==> config.mk <==
export PLATFORM = sky130hd
export DESIGN_NAME = mem_port_arbiter_flat
export DESIGN_NICKNAME = d
export VERILOG_FILES = /design/src/rtl/mem_port_arbiter_pkg.sv /design/src/rtl/mem_port_arbiter_if.sv /design/src/rtl/mem_port_arbiter_wdog.sv /design/src/rtl/mem_port_arbiter.sv /design/src/flat_wrapper.sv
export SDC_FILE = /design/constraint.sdc
export NUM_CORES = 1
export LEC_CHECK = 0
export CAP_MARGIN = 15
export CORE_AREA = 10 10 109 111
export DETAILED_ROUTE_END_ITERATION = 6
export DIE_AREA = 0 0 119 121
export HOLD_SLACK_MARGIN = 0.05
export PLACE_DENSITY = 0.75
export SLEW_MARGIN = 20
export SYNTH_ARGS = -nofsm -noshare
export SYNTH_HDL_FRONTEND = slang
export SYNTH_SLANG_ARGS = --single-unit
==> constraint.sdc <==
create_clock -name i_clk -period 1.7 [get_ports i_clk]
set_input_delay 0.51 -clock i_clk [delete_from_list [all_inputs] [get_ports i_clk]]
set_output_delay 0.51 -clock i_clk [all_outputs]
set_load 0.02 [all_outputs]
==> src/rtl/mem_port_arbiter_pkg.sv <==
// Shared encodings and constants for the I/D memory port arbiter.
package mem_port_arbiter_pkg;

  localparam int unsigned DATA_W           = 16;
  localparam int unsigned ADDR_W           = 16;
  localparam int unsigned WDOG_W           = 8;
  localparam int unsigned STARVE_LIMIT_DEF = 4;
  localparam int unsigned TIMEOUT_DEF      = 255;

  // Response returned to the winner when the watchdog aborts an access.
  localparam logic [DATA_W-1:0] ERR_DATA = 16'hFFFF;

  typedef enum logic [1:0] {
    ST_IDLE  = 2'd0,
    ST_GNT_D = 2'd1,
    ST_GNT_I = 2'd2
  } state_t;

  typedef enum logic {
    PORT_D = 1'b0,
    PORT_I = 1'b1
  } port_t;

endpackage

==> src/rtl/mem_port_arbiter_if.sv <==
// One req/ack memory channel. Used for the data requester, the fetch
// requester and the backing memory (where ack is the memory's ready).
interface mem_port_arbiter_if;
  import mem_port_arbiter_pkg::*;

  logic              req;
  logic              we;
  logic [ADDR_W-1:0] addr;
  logic [DATA_W-1:0] wdata;
  logic [DATA_W-1:0] rdata;
  logic              ack;

  modport master (output req, we, addr, wdata, input rdata, ack);
  modport slave  (input req, we, addr, wdata, output rdata, ack);

endinterface

==> src/rtl/mem_port_arbiter_wdog.sv <==
// Grant-state watchdog: counts cycles spent waiting on memory and flags
// the cycle in which the access has used up its TIMEOUT budget.
module mem_wdog
  import mem_port_arbiter_pkg::*;
#(
  parameter int unsigned TIMEOUT = TIMEOUT_DEF
) (
  input  logic i_clk,
  input  logic i_rst_n,
  input  logic i_clr,
  input  logic i_en,
  output logic o_timeout
);

  logic [WDOG_W-1:0] r_cnt;

  // r_cnt holds the number of grant cycles already completed
  always_ff @(posedge i_clk or negedge i_rst_n) begin
    if (!i_rst_n) begin
      r_cnt <= '0;
    end else if (i_clr) begin
      r_cnt <= '0;
    end else if (i_en && !o_timeout) begin
      r_cnt <= r_cnt + WDOG_W'(1);
    end
  end

  // The TIMEOUT-th grant cycle is the last one allowed.
  assign o_timeout = i_en && (r_cnt == WDOG_W'(TIMEOUT - 1));

endmodule

==> src/rtl/mem_port_arbiter.sv <==
// Shares one single-ported memory between the fetch (I) and data (D)
// requesters, with bounded I starvation and a hung-access watchdog.
module mem_port_arbiter
  import mem_port_arbiter_pkg::*;
#(
  parameter int unsigned STARVE_LIMIT = STARVE_LIMIT_DEF,
  parameter int unsigned TIMEOUT      = TIMEOUT_DEF
) (
  input  logic                      i_clk,
  input  logic                      i_rst_n,
  input  logic                      i_run,
  mem_port_arbiter_if.slave         d_if,
  mem_port_arbiter_if.slave         i_if,
  mem_port_arbiter_if.master        m_if,
  output logic                      o_stall,
  output logic                      o_err
);

  localparam int unsigned SC_W = $clog2(STARVE_LIMIT + 1);

  state_t            r_state;
  state_t            w_state_nxt;
  logic [SC_W-1:0]   r_starve_cnt;
  port_t             r_port;
  logic [ADDR_W-1:0] r_addr;
  logic [DATA_W-1:0] r_wdata;
  logic              r_we;
  logic [DATA_W-1:0] r_d_rdata;
  logic [DATA_W-1:0] r_i_rdata;
  logic              r_d_ack;
  logic              r_i_ack;
  logic              r_err;

  logic              w_m_req;
  logic              w_in_gnt;
  logic              w_starved;
  logic              w_grant;
  logic              w_grant_i;
  logic              w_timeout;
  logic              w_done;
  logic [DATA_W-1:0] w_resp;
  logic              w_unused;

  assign w_in_gnt  = w_m_req;
  assign w_starved = (r_starve_cnt == SC_W'(STARVE_LIMIT));
  assign w_grant   = (r_state == ST_IDLE) && i_run && (d_if.req || i_if.req);
  assign w_grant_i = i_if.req && (!d_if.req || w_starved);
  // m_ready and the watchdog may coincide; the real response wins.
  assign w_done    = w_in_gnt && (m_if.ack || w_timeout);
  assign w_resp    = m_if.ack ? m_if.rdata : ERR_DATA;

  mem_wdog #(.TIMEOUT(TIMEOUT)) u_wdog (
    .i_clk     (i_clk),
    .i_rst_n   (i_rst_n),
    .i_clr     (!w_in_gnt),
    .i_en      (w_in_gnt),
    .o_timeout (w_timeout)
  );

  // state register
  always_ff @(posedge i_clk or negedge i_rst_n) begin
    if (!i_rst_n) r_state <= ST_IDLE;
    else          r_state <= w_state_nxt;
  end

  // next-state: grant from IDLE, return to IDLE on completion or abort
  always_comb begin
    w_state_nxt = r_state;
    case (r_state)
      ST_IDLE:            if (w_grant) w_state_nxt = w_grant_i ? ST_GNT_I : ST_GNT_D;
      ST_GNT_D, ST_GNT_I: if (w_done)  w_state_nxt = ST_IDLE;
      default:            w_state_nxt = ST_IDLE;
    endcase
  end

  // outputs: memory request is asserted in both grant states
  always_comb begin
    w_m_req = 1'b0;
    case (r_state)
      ST_GNT_D, ST_GNT_I: w_m_req = 1'b1;
      default:            w_m_req = 1'b0;
    endcase
  end

  // latch the winner's request so the memory side is immune to requester changes
  always_ff @(posedge i_clk or negedge i_rst_n) begin
    if (!i_rst_n) begin
      r_port  <= PORT_D;
      r_addr  <= '0;
      r_wdata <= '0;
      r_we    <= 1'b0;
    end else if (w_grant) begin
      r_port  <= w_grant_i ? PORT_I : PORT_D;
      r_addr  <= w_grant_i ? i_if.addr : d_if.addr;
      r_wdata <= w_grant_i ? '0 : d_if.wdata;
      r_we    <= !w_grant_i && d_if.we;
    end
  end

  // count D grants made over a waiting fetch; any I grant or idle fetch clears it
  always_ff @(posedge i_clk or negedge i_rst_n) begin
    if (!i_rst_n) begin
      r_starve_cnt <= '0;
    end else if (!i_if.req || (w_grant && w_grant_i)) begin
      r_starve_cnt <= '0;
    end else if (w_grant && !w_starved) begin
      r_starve_cnt <= r_starve_cnt + SC_W'(1);
    end
  end

  // capture response into the winner's rdata and pulse its ack for one cycle
  always_ff @(posedge i_clk or negedge i_rst_n) begin
    if (!i_rst_n) begin
      r_d_rdata <= '0;
      r_i_rdata <= '0;
      r_d_ack   <= 1'b0;
      r_i_ack   <= 1'b0;
      r_err     <= 1'b0;
    end else begin
      r_d_ack <= 1'b0;
      r_i_ack <= 1'b0;
      if (w_done) begin
        if (r_port == PORT_I) begin
          r_i_rdata <= w_resp;
          r_i_ack   <= 1'b1;
        end else begin
          r_d_rdata <= w_resp;
          r_d_ack   <= 1'b1;
        end
        if (!m_if.ack) r_err <= 1'b1;
      end
    end
  end

  assign m_if.req   = w_m_req;
  assign m_if.we    = r_we;
  assign m_if.addr  = r_addr;
  assign m_if.wdata = r_wdata;

  assign d_if.rdata = r_d_rdata;
  assign d_if.ack   = r_d_ack;
  assign i_if.rdata = r_i_rdata;
  assign i_if.ack   = r_i_ack;

  assign o_stall = (d_if.req & ~r_d_ack) | (i_if.req & ~r_i_ack);
  assign o_err   = r_err;

  // The fetch port never writes.
  assign w_unused = ^{i_if.we, i_if.wdata};

endmodule

==> src/flat_wrapper.sv <==
// flat-port wrapper written by rule: the top's interface ports become plain ports
module mem_port_arbiter_flat import mem_port_arbiter_pkg::*;
#(
  parameter int unsigned STARVE_LIMIT = STARVE_LIMIT_DEF,
  parameter int unsigned TIMEOUT      = TIMEOUT_DEF
)
  (i_clk, i_rst_n, i_run, o_stall, o_err, d_if_req, d_if_we, d_if_addr, d_if_wdata, d_if_rdata, d_if_ack, i_if_req, i_if_we, i_if_addr, i_if_wdata, i_if_rdata, i_if_ack, m_if_req, m_if_we, m_if_addr, m_if_wdata, m_if_rdata, m_if_ack);
  mem_port_arbiter_if d_if_i ();
  mem_port_arbiter_if i_if_i ();
  mem_port_arbiter_if m_if_i ();
  input  logic i_clk;
  input  logic i_rst_n;
  input  logic i_run;
  output logic o_stall;
  output logic o_err;
  input wire logic [$bits(d_if_i.req)-1:0] d_if_req;
  input wire logic [$bits(d_if_i.we)-1:0] d_if_we;
  input wire logic [$bits(d_if_i.addr)-1:0] d_if_addr;
  input wire logic [$bits(d_if_i.wdata)-1:0] d_if_wdata;
  output wire logic [$bits(d_if_i.rdata)-1:0] d_if_rdata;
  output wire logic [$bits(d_if_i.ack)-1:0] d_if_ack;
  input wire logic [$bits(i_if_i.req)-1:0] i_if_req;
  input wire logic [$bits(i_if_i.we)-1:0] i_if_we;
  input wire logic [$bits(i_if_i.addr)-1:0] i_if_addr;
  input wire logic [$bits(i_if_i.wdata)-1:0] i_if_wdata;
  output wire logic [$bits(i_if_i.rdata)-1:0] i_if_rdata;
  output wire logic [$bits(i_if_i.ack)-1:0] i_if_ack;
  output wire logic [$bits(m_if_i.req)-1:0] m_if_req;
  output wire logic [$bits(m_if_i.we)-1:0] m_if_we;
  output wire logic [$bits(m_if_i.addr)-1:0] m_if_addr;
  output wire logic [$bits(m_if_i.wdata)-1:0] m_if_wdata;
  input wire logic [$bits(m_if_i.rdata)-1:0] m_if_rdata;
  input wire logic [$bits(m_if_i.ack)-1:0] m_if_ack;
  assign d_if_i.req = d_if_req;
  assign d_if_i.we = d_if_we;
  assign d_if_i.addr = d_if_addr;
  assign d_if_i.wdata = d_if_wdata;
  assign d_if_rdata = d_if_i.rdata;
  assign d_if_ack = d_if_i.ack;
  assign i_if_i.req = i_if_req;
  assign i_if_i.we = i_if_we;
  assign i_if_i.addr = i_if_addr;
  assign i_if_i.wdata = i_if_wdata;
  assign i_if_rdata = i_if_i.rdata;
  assign i_if_ack = i_if_i.ack;
  assign m_if_req = m_if_i.req;
  assign m_if_we = m_if_i.we;
  assign m_if_addr = m_if_i.addr;
  assign m_if_wdata = m_if_i.wdata;
  assign m_if_i.rdata = m_if_rdata;
  assign m_if_i.ack = m_if_ack;
  mem_port_arbiter #(.STARVE_LIMIT(STARVE_LIMIT), .TIMEOUT(TIMEOUT)) u_core (.i_clk(i_clk), .i_rst_n(i_rst_n), .i_run(i_run), .d_if(d_if_i), .i_if(i_if_i), .m_if(m_if_i), .o_stall(o_stall), .o_err(o_err));
endmodule
* Yosys cells after proc, flatten, opt, wreduce, memory -nomap -nowiden
Index checks and enable logic that the tools add are counted.
** Storage, ports and cells
- Bits in registers :: 82
- Output and inout port bits :: 70
** Cells by class
- Add/sub/neg operators :: 2
- Equal/unequal tests :: 7
- Reductions and logical operators :: 25
- Bitwise logic cells :: 7
- Mux-type cells :: 17
** Operators by type and width (number)
- $mux 16 :: 3
- $mux 8 :: 2
- $logic_and 1x1->1 :: 9
- $add 8x1->8 const B :: 1
- $eq 8x8->1 const B :: 1
- $reduce_and 2->1 :: 4
- $mux 1 :: 6
- $mux 2 :: 3
- $mux 3 :: 2
- $ne 2x1->1 const B :: 3
- $logic_not 1->1 :: 5
- $logic_or 1x1->1 :: 4
- $not 1->1 :: 4
- $pmux 2 s2 :: 1
- $add 3x1->3 const B :: 1
- $eq 3x3->1 const B :: 1
- $and 1x1->1 :: 2
- $eq 2x1->1 const B :: 1
- $eq 2x2->1 const B :: 1
- $logic_not 2->1 :: 1
- $reduce_bool 2->1 :: 1
- $reduce_or 2->1 :: 1
- $or 1x1->1 :: 1

* Logic depth before layout (Yosys ltp)
- Depth in word-level cells :: 8
- Gate-level depth with buffers :: 8
- Gate-level depth less buffers :: 6

* Modules after synthesis
A second synthesis with hierarchy kept.
** Unflattened totals
- Cells, all modules :: 304
- Area total of the unflattened synthesis :: 3538.4 µm²
** By module, submodules not included
- mem_port_arbiter :: instances 1, area each 3031.7 µm², cells each 256
- mem_wdog :: instances 1, area each 506.7 µm², cells each 48

* Worst setup path before layout
OpenSTA, ideal clock, no wires.
- Kind :: reg2reg
- From :: register u_core.r_state[0]
- To :: register u_core.r_i_rdata[10] (netlist: u_core.i_if.rdata[10])
- Clock period less this slack :: 1.750 ns
- Slack :: -0.050 ns
- Buffers on the path :: 3
- Setup time :: 0.139 ns
- Arrival :: 1.611 ns
- Data required time :: 1.561 ns
- Stages on the path, launching flop included :: 9
- Cells stage by stage :: dfrtp_1 > inv_1 > ha_1 > and2_1 > clkbuf_2 > nor2b_1 > buf_4 > buf_6 > a2bb2oi_1
** Between the ends
- Word-level cells in the longest chain between the ends :: 7
- Elaborated cells on any way between the ends :: 8
- Classes of those cells :: 2 x eq/ne; 1 x mux; 5 x reduce/logical
** RTL lines
- from (decl) :: line mem_port_arbiter.sv:21 : state_t r_state;
- from (signal assigned) :: line mem_port_arbiter.sv:63 : else r_state <= w_state_nxt;
- $eq 2x1->1 / $eq 2x2->1 (equally long branches) :: line mem_port_arbiter.sv:79 : case (r_state)
- $reduce_or 2->1 * :: line mem_port_arbiter.sv:79
- $mux 1 * :: line mem_port_arbiter.sv:79
- named net m_if_req :: line flat_wrapper.sv:28 : output wire logic [$bits(m_if_i.req)-1:0] m_if_req;
- $logic_and 1x1->1 :: line mem_port_arbiter_wdog.sv:29 : assign o_timeout = i_en && (r_cnt == WDOG_W'(TIMEOUT - 1));
- $logic_or 1x1->1 :: line mem_port_arbiter.sv:49 : assign w_done = w_in_gnt && (m_if.ack || w_timeout);
- $logic_and 1x1->1 * :: line mem_port_arbiter.sv:49
- $reduce_and 2->1 (no source line) *
- to (signal assigned) :: line mem_port_arbiter.sv:124 : r_i_rdata <= w_resp;
- to (decl) :: line mem_port_arbiter.sv:29 : logic [DATA_W-1:0] r_i_rdata;
Mark *: on every way through the listed nets, which the timed path passes. The rest lies on a longest branch.
A chain may end at the register's enable or synchronous reset.

* Worst setup path in the final report
- From :: register u_core.r_state[0]
- To :: output port m_if_req
** Between the ends
- Word-level cells in the longest chain between the ends :: 3
- Elaborated cells on any way between the ends :: 4
- Classes of those cells :: 2 x eq/ne; 1 x mux; 1 x reduce/logical
** RTL lines (line)
- $eq 2x1->1 / $eq 2x2->1 (equally long branches) :: mem_port_arbiter.sv:79
- $reduce_or 2->1 * :: mem_port_arbiter.sv:79
- $mux 1 * :: mem_port_arbiter.sv:79
- to (decl) :: flat_wrapper.sv:28
Every way passes the cells marked *; elsewhere a longest branch is shown, timed or not.

==> flow_summary_export.csv <==
group,metric,value,unit
outcome,status,"finished, final reports clean",
layout,layout.nets,577,
critical_path,r2r_cells,7,
critical_path,worstPathRequired,1.19,ns
synthesis,synth-edff-count,0,
routing,ant_nets,0,
synthesis,synth_top_area_share,57.1,%
floorplan,start_util,37.3,%
timing,worst_pin_slew,0.295,ns
synthesis,ys_warn_count,0,
routing,routed_via_density,4.82,
grt,first_global_vias,3208,
timing,min_period,1.66,ns
cts,numClockSinks,82,
run,drv_cap,0,
cts,worstSkewPairLatency,0.35,ns
hold_path,hold_path_class,"reg -> reg",
critical_path,end_kind,"output pin",
synthesis,syn_area,3590,um^2
critical_path,critPathLaunchType,"register",
cts,clk_pin_slew_worst_paths,0.09,ns
synthesis,synth-xor-area-share,0.732,%
timing,drv_slew,0,
timing,finClkSkew,0.0130,ns
routing,wl_per_cell,17.4,um
synthesis,synth_ff_type,"dfrtp_1",
grt,grt_pass1_wl,17.4,mm
place,dp_hpwl,8.24,mm
timing,setup_ws,0.0380,ns
synthesis,synth_top_family_by_area,"compound AO/OA/AOI/OAI gates",
synthesis,yosysTopAreaCell,"dfrtp_1",
cts,htree_levels,3,
grt,overflow,0,
floorplan,die_h,121,um
timing,setup_viol,0,
synthesis,synth-seq-cells,82,
timing,rsz0062_at_grt,"true",
place,gp_congestion,0.793,
grt,grt_max_degree,41,
synthesis,synth_cell_types,41,
layout,n_antenna_cell,0,
synthesis,synth_adder_area_share,1.74,%
floorplan,ioPinCount,158,
timing,min_period_over_period,97.8,%
synthesis,synth-compound-area-share,18.9,%
hold_path,holdPathStages,1,
synthesis,synth_cells,320,
synthesis,synthArstFlopShare,100,%
routing,wirelength,10.8,mm
floorplan,dieWidth,119,um
synthesis,yosysMostFrequentCell,"dfrtp_1",
cts,cts-root-buf,"clkbuf_8",
synthesis,synth_area_leaders,"dfrtp_1, o21ai_0, nand2_1",
timing,hold_viol_final,0,
timing,clock.fmax,602,MHz
cts,clk_path_buf_depth,2,
layout,syn2layout_area_growth,55.0,%
critical_path,worstSetupPathType,"reg -> out",
synthesis,synth-simple-area-share,12.9,%
cts,cts_tree,"done",
routing,drt-initial-drc-count,152,
layout,fin_util,57.7,%
timing,slew_headroom,80.2,%
routing,dr.pass1.iters,4,
synthesis,synthTopCellsByCount,"dfrtp_1, nand2_1, o21ai_0",
routing,drc,0,
layout,layout-drive-gt1-share,16.0,%
place,dp_slack,-0.760,ns
pwr,finalPower,8.93,mW
synthesis,syn_nets,413,
cts,cts_buffers,9,
grt,antenna_found_initial,0,
critical_path,path_max_fanout,2,
layout,multi_input_comb_area,1430,um^2
floorplan,rows,36,
pwr,power.leakage,2.60,nW
pwr,ir_worst_vdd,0.000751,V
grt,grt_usage,14.9,%
floorplan,core,9640,um^2
layout,seqCellArea,2050,um^2
pwr,powerDensity,1610,nW/um^2
timing,hold_ws,0.476,ns
place,numPortBuffers,140,
synthesis,ys_seq_area_share,57.1,%
synthesis,synthMuxAreaShare,4.46,%
floorplan,die_area,14400,um^2
layout,fillers,873,
critical_path,arrival,1.15,ns
routing,vias,2997,
synthesis,synth.avg_cell_area,11.2,um^2
==> flip-flops by register name (all words and copies together), names as in the netlist <==
register and flops:
u_core.i_if.rdata 16, u_core.r_port 1, u_core.o_err 1, u_core.m_if.addr 16
u_core.i_if.ack 1, u_core.d_if.ack 1, u_core.d_if.rdata 16, u_core.u_wdog.r_cnt 8
u_core.m_if.wdata 16, u_core.r_state 2, u_core.m_if.we 1, u_core.r_starve_cnt 3
==> cell type report <==
class                           count  area share [%]
Clock buffer                       13            3.21
Inverter                            8           0.540
Multi-Input combinational cell    211            25.7
Sequential cell                    82            36.9
Clock inverter                      3           0.382
Tap cell                          133            2.99
Timing Repair Buffer              172            30.3
==> kinds of logic (layout without fill, tap and decap cells) <==
logic type / count (synthesis) / after routing
compound gates: 90 / 90
flops: 82 / 82
simple gates: 97 / 97
buf+inv: 27 / 196
xor+xnor: 3 / 3
mux: 16 / 16
fa+ha+maj: 5 / 5
==> cells in the final DEF, fill, tap and decap left out, types with 3 or more instances in the layout <==
cell	synthesis	routed
a21oi_1	3	3
a2bb2oi_1	22	21
a2bb2oi_2	10	11
a31oi_1	4	4
buf_12	0	9
buf_4	3	22
clkbuf_8	0	13
clkdlybuf4s50_1	0	67
dfrtp_1	82	82
dlygate4sd2_1	0	68
ha_1	5	4
inv_1	8	4
inv_2	0	4
mux2i_1	16	15
nand2_1	53	53
nand4_1	4	4
nor2_1	8	8
nor2b_1	17	16
o21ai_0	42	42
==> where the power goes <==
group,switching (mW),internal (mW)
Combinational,2.36,1.94
Sequential,0.476,2.78
Clock,0.684,0.691
Total,3.52,5.41
==> final timing paths <==
path	slack, ns	from	end
worst min-delay path	0.48	u_core.o_err	u_core.o_err
worst max-delay path	0.04	u_core.r_state[0]	m_if_req
max in group asynchronous	0.68	i_rst_n	u_core.o_err
worst min register to register	0.48	u_core.o_err	u_core.o_err
min in group asynchronous	0.57	i_rst_n	u_core.m_if.addr[11]
worst max register to register	0.06	u_core.r_starve_cnt[0]	u_core.m_if.addr[3]
==> per-stage QoR <==
stage                     TNS (ns)  instance area, um^2  instances
final                            0                 5570        622
after global routing       -0.0611                 5570        622
after CTS                        0                 5500        618
after detailed placement    -16.06                 5350        600
after global placement      -13.12                 5350        600
after floorplan                  0                 3590        320
==> per-layer routing <==
| layer | wire length, um | global-route usage (%) | up-vias | part of all wire [%] |
|---|---|---|---|---|
| met2 | 4780 | 23.1 | 122 | 44 |
| met1 | 4830 | 18.2 | 1419 | 45 |
| met3 | 1090 | 7.07 | 9 | 10 |
| met5 | 0 | 0 | - | 0 |
| li1 | - | - | 1447 | - |
| met4 | 94 | 4.12 | 0 | 0.87 |
==> worst max-delay path, stage by stage, from the launching register on <==
cell     delay [ns]
dfrtp_1        0.37
inv_2          0.05
ha_4           0.27
buf_6          0.11
==> what timing repair did <==
item,in CTS,in global routing
cloned,0,1
resized for setup,94,4
pin swaps,1,1
hold buffers,1,0
endpoints found under the hold margin,13,0
setup buffers,1,3
setup endpoints to repair,83,18
Power figures use the tool's default switching activity.
